`src/rtl/uart_rx.sv`:
```
// rtl/uart_rx.sv - UART receiver: 8 data bits, optional parity, driven by an external baud counter
module uart_rx (
   input  logic        clk,
   input  logic        rstn,
   input  logic        rxd,
   input  logic [15:0] period,
   input  logic        tick,
   input  logic        parity_en,
   input  logic        parity_odd,
   output logic        cnt_en,
   output logic [15:0] cnt_preset,
   output logic [7:0]  data,
   output logic        valid,
   output logic        parity_err,
   output logic        frame_err,
   output logic        busy
);

   typedef enum logic [2:0] {
      IDLE,
      START,
      DATA,
      PARITY,
      STOP,
      WAIT_HIGH
   } state_t;

   state_t      state;
   logic        rxd_m;
   logic        rxd_s;
   logic [7:0]  shift;
   logic [2:0]  bit_idx;
   logic        par_en_l;
   logic        par_odd_l;
   logic        pend_err;

   // Half a bit period so the first tick lands mid start bit
   assign cnt_preset = period >> 1;

   always_ff @(posedge clk) begin
      if (!rstn) begin
         rxd_m <= 1'b1;
         rxd_s <= 1'b1;
      end else begin
         rxd_m <= rxd;
         rxd_s <= rxd_m;
      end
   end

   always_ff @(posedge clk) begin
      if (!rstn) begin
         state      <= IDLE;
         shift      <= 8'h00;
         bit_idx    <= 3'd0;
         par_en_l   <= 1'b0;
         par_odd_l  <= 1'b0;
         pend_err   <= 1'b0;
         data       <= 8'h00;
         valid      <= 1'b0;
         parity_err <= 1'b0;
         frame_err  <= 1'b0;
         cnt_en     <= 1'b0;
         busy       <= 1'b0;
      end else begin
         valid <= 1'b0;
         case (state)
            IDLE: begin
               if (!rxd_s) begin
                  state     <= START;
                  par_en_l  <= parity_en;
                  par_odd_l <= parity_odd;
                  pend_err  <= 1'b0;
                  cnt_en    <= 1'b1;
                  busy      <= 1'b1;
               end
            end
            START: begin
               if (tick) begin
                  if (!rxd_s) begin
                     state   <= DATA;
                     bit_idx <= 3'd0;
                  end else begin
                     // Glitch shorter than half a bit: treat as a false start
                     state  <= IDLE;
                     cnt_en <= 1'b0;
                     busy   <= 1'b0;
                  end
               end
            end
            DATA: begin
               if (tick) begin
                  shift   <= {rxd_s, shift[7:1]};
                  bit_idx <= bit_idx + 3'd1;
                  if (bit_idx == 3'd7)
                     state <= par_en_l ? PARITY : STOP;
               end
            end
            PARITY: begin
               if (tick) begin
                  pend_err <= ^shift ^ rxd_s ^ par_odd_l;
                  state    <= STOP;
               end
            end
            STOP: begin
               if (tick) begin
                  data       <= shift;
                  valid      <= 1'b1;
                  parity_err <= pend_err;
                  frame_err  <= ~rxd_s;
                  cnt_en     <= 1'b0;
                  if (rxd_s) begin
                     state <= IDLE;
                     busy  <= 1'b0;
                  end else begin
                     state <= WAIT_HIGH;
                  end
               end
            end
            WAIT_HIGH: begin
               // A held-low line (break) must not be read as further start bits
               if (rxd_s) begin
                  state <= IDLE;
                  busy  <= 1'b0;
               end
            end
            default: begin
               state  <= IDLE;
               cnt_en <= 1'b0;
               busy   <= 1'b0;
            end
         endcase
      end
   end

endmodule

```
`config.mk`:
```
export PLATFORM = sky130hd
export DESIGN_NAME = uart_rx
export DESIGN_NICKNAME = d
export VERILOG_FILES = /design/src/rtl/uart_rx.sv
export SDC_FILE = /design/constraint.sdc
export NUM_CORES = 1
export LEC_CHECK = 0
export ABC_AREA = 0
export ABC_CLOCK_PERIOD_IN_PS = 2000
export CELL_PAD_IN_SITES_DETAIL_PLACEMENT = 1
export CELL_PAD_IN_SITES_GLOBAL_PLACEMENT = 2
export CORE_UTILIZATION = 26
export CTS_CLUSTER_SIZE = 10
export DETAILED_ROUTE_END_ITERATION = 7
export HOLD_SLACK_MARGIN = 0.15
export PLACE_DENSITY_LB_ADDON = 0.1
export SLEW_MARGIN = 20
export SYNTH_ARGS = -nofsm -noshare
export SYNTH_HDL_FRONTEND = slang
export SYNTH_SLANG_ARGS = --single-unit
```
`constraint.sdc`:
```
create_clock -name clk -period 2 [get_ports clk]
set_clock_uncertainty 0.1 [all_clocks]
set_input_delay 0.6 -clock clk [delete_from_list [all_inputs] [get_ports clk]]
set_output_delay 0.6 -clock clk [all_outputs]
set_load 0.02 [all_outputs]
```
==> flow_summary.yaml <==
floorplan:
  coreArea_mm2: 0.005675
  die_y_um: 79.81
  rows: 27
  die_area_mm2: 0.006369
  initial_core_util_pct: 27.73
  dieWidth_um: 79.81
  ios: 51
power_and_ir_drop:
  p_leak_uw: 0.0007335
  ir_drop_uv: 249.8
  sw_frac_of_total_pct: 22.46
  cellPowerDensity_mw_per_mm2: 716.4
  power_frac_seq_pct: 48.1
  power_frac_clock_pct: 44.9
  internal_power_uw: 1068
  power_frac_comb_pct: 7.0
  switchingPower_uw: 309.2
  p_total_uw: 1377
clocking:
  htree_levels: 2
  tritoncts: "done"
  numCtsBuffers: 5
  cts.sinks: 32
  clk_pin_slew_ns: 0.07
  cts_root_buffer: "clkbuf_8"
  clk_latency_ns: 0.29
  cts_buffer_depth: 2
sta:
  min_period_ns: 1.938
  period_share_pct: 96.91
  rsz0062_at_grt: "false"
  setup_viol: 0
  max_freq_mhz: 516.0
  max_slew_margin_pct: 60.64
  tightest_slew_ns: 0.5895
  drv_slew: 0
  fin_ws_ns: 0.06185
  hold_viol: 0
  hold_ws_ns: 0.3098
routing:
  drt_iter0_markers: 56
  wl_um: 3740
  vias: 1272
  first_pass_iters: 4
  drc: 0
  vias_per_cell: 4.642
  ant_nets: 0
  wl_per_cell_um: 13.65
setup_path:
  cp_top_family: "buffers and inverters"
  critPathLaunchType: "register"
  cp.arrival_ns: 1.24
  critical-path-slowest-cell: "clkdlybuf4s50_1"
  critPathRequiredTime_ns: 1.30
  critPathCaptureType: "output pin"
  slowest_delay_ns: 0.61
  critical_path_class: "reg2out"
  path_cells: "clkdlybuf4s50_1"
  path_buf_inv: 1
  path_max_fanout: 2
logic_synthesis:
  synthArstFlopShare_pct: 0
  synth_edf_count: 0
  syn-num-nets: 212
  ys_ff_latch: 32
  avgSynthCellArea_um2: 8.372
  syn_inst: 188
  yosysSeqAreaShare_pct: 40.70
  syn_area_mm2: 0.001574
  yosysUniqueCellTypes: 35
  yosysWarnings: 0
  synthFlopType: "dfxtp_1"
finish:
  final_area_mm2: 0.001922
  fillers: 667
  nets: 225
  drive_gt1_share_pct: 11.39
  area_growth_pct: 22.10
  final-instance-count-excl-fill: 274
  antenna_cells: 0
placement:
  place_inst: 266
  gp_congestion: 0.6930
  port_buffers: 18
  place_area_mm2: 0.001798
  hpwlAfterDp_um: 2692
  pre_cts_slack_ns: -0.3199
grt:
  grt_start_max_net_pins: 25
  track_usage_pct: 13.06
  antenna_found_initial: 0
  grt_pass1_vias: 1316
  overflow: 0
  grt_first_pass_wirelength_um: 6285
status:
  outcome: "complete, no violations"
flow_run:
  cap_violations: 0
hold_path:
  hold_class: "reg2reg"
-- cells in the mapped netlist, types with 3 or more instances --
| cell | count | area [um2] |
|---|---|---|
| xnor2_1 | 6 | 52.55 |
| nand2_1 | 46 | 172.7 |
| nand3_1 | 3 | 15.01 |
| and2_1 | 6 | 37.54 |
| nor2_1 | 4 | 15.01 |
| nand2b_1 | 3 | 18.77 |
| clkbuf_1 | 7 | 26.28 |
| a21boi_1 | 13 | 97.59 |
| dfxtp_1 | 32 | 640.6 |
| a21oi_1 | 3 | 15.01 |
| buf_4 | 16 | 120.1 |
| nor2b_1 | 7 | 43.79 |
| o21ai_0 | 6 | 30.03 |
| a21boi_0 | 8 | 60.06 |
-- per-layer routing --
| layer | part of all wire, % | global-route usage [%] |
|---|---|---|
| met5 | 0 | 0 |
| met4 | 3.7 | 8.571 |
| met1 | 47 | 16.40 |
| met2 | 45 | 20.26 |
| met3 | 4.4 | 2.400 |
-- cell type report --
| class | count | area [um2] | area share, % |
|---|---|---|---|
| multi-input combinational | 129 | 780.7 | 40.63 |
| inverter | 2 | 7.507 | 0.3906 |
| sequential | 32 | 640.6 | 33.33 |
| tap | 72 | 90.09 | 4.688 |
| clock inverter | 2 | 35.03 | 1.823 |
| timing repair buffer | 31 | 295.3 | 15.36 |
| clock buffer | 6 | 72.57 | 3.776 |
-- power groups by stage --
stage	registers [uW]	clock network, uW	logic (uW)
global route	663	671	107
CTS	662	642	98.7
global placement	675	0	93.0
floorplan	672	0	103
detailed placement	676	0	96.0
finish	662	619	96.4
-- state kept, by name (all words and copies together) (netlist names), 3 cells and up --
name	count
shift	8
state	3
data	8
bit_idx	3
-- what timing repair did --
item | CTS | global route
setup buffers | 0 | 0
hold buffers | 0 | 0
pin swaps | 0 | 1
gates resized for setup | 1 | 2
endpoints found under the setup margin | 1 | 18
-- placed cells by master, fill, tap and decap left out, types with 2 or more instances in the layout --
master and n:
or3_1 2, a21oi_1 3, nand3_1 3, a21o_1 2, nand2b_1 3, nor2b_1 7, nand2_1 46, ha_1 2
clkdlybuf4s50_1 16, clkbuf_8 5, o21ai_0 6, a21boi_1 13, o21ai_1 2, buf_4 12, a21boi_0 8, dfxtp_1 32
dlymetal6s2s_1 2, and2_1 6, xnor2_1 6, nor2_1 4, inv_1 2, a22oi_1 2
-- worst paths after layout --
kind	start	endpoint	slack (ns)	depth (start not counted)
setup / recovery	data[5]	data[5]	0.06	1
hold / removal	rxd_m	rxd_s	0.31	1
setup reg to reg	bit_idx[0]	state[2]	0.21	6
hold reg to reg	rxd_m	rxd_s	0.31	1
-- through the flow --
step	TNS [ns]	utilization, %
2_1_floorplan	0	-
3_3_place_gp	-2.961	31.68
3_5_place_dp	-4.574	31.68
4_1_cts	0	33.77
5_1_grt	0	33.86
6_report	0	33.86
-- kinds of logic (layout without fill, tap and decap cells) --
logic type	Yosys count	after routing	share of synthesized area, %
other	1	1	0.2382
buffers and inverters	27	41	10.41
adder cells (fa/ha/maj)	2	2	1.590
flip-flops	32	32	40.70
AND/OR/NAND/NOR	76	76	22.58
XOR/XNOR	8	8	5.326
multiplexers	1	1	0.6360
AO/OA/AOI/OAI	41	41	18.52
(Power assumes the default switching activity.)
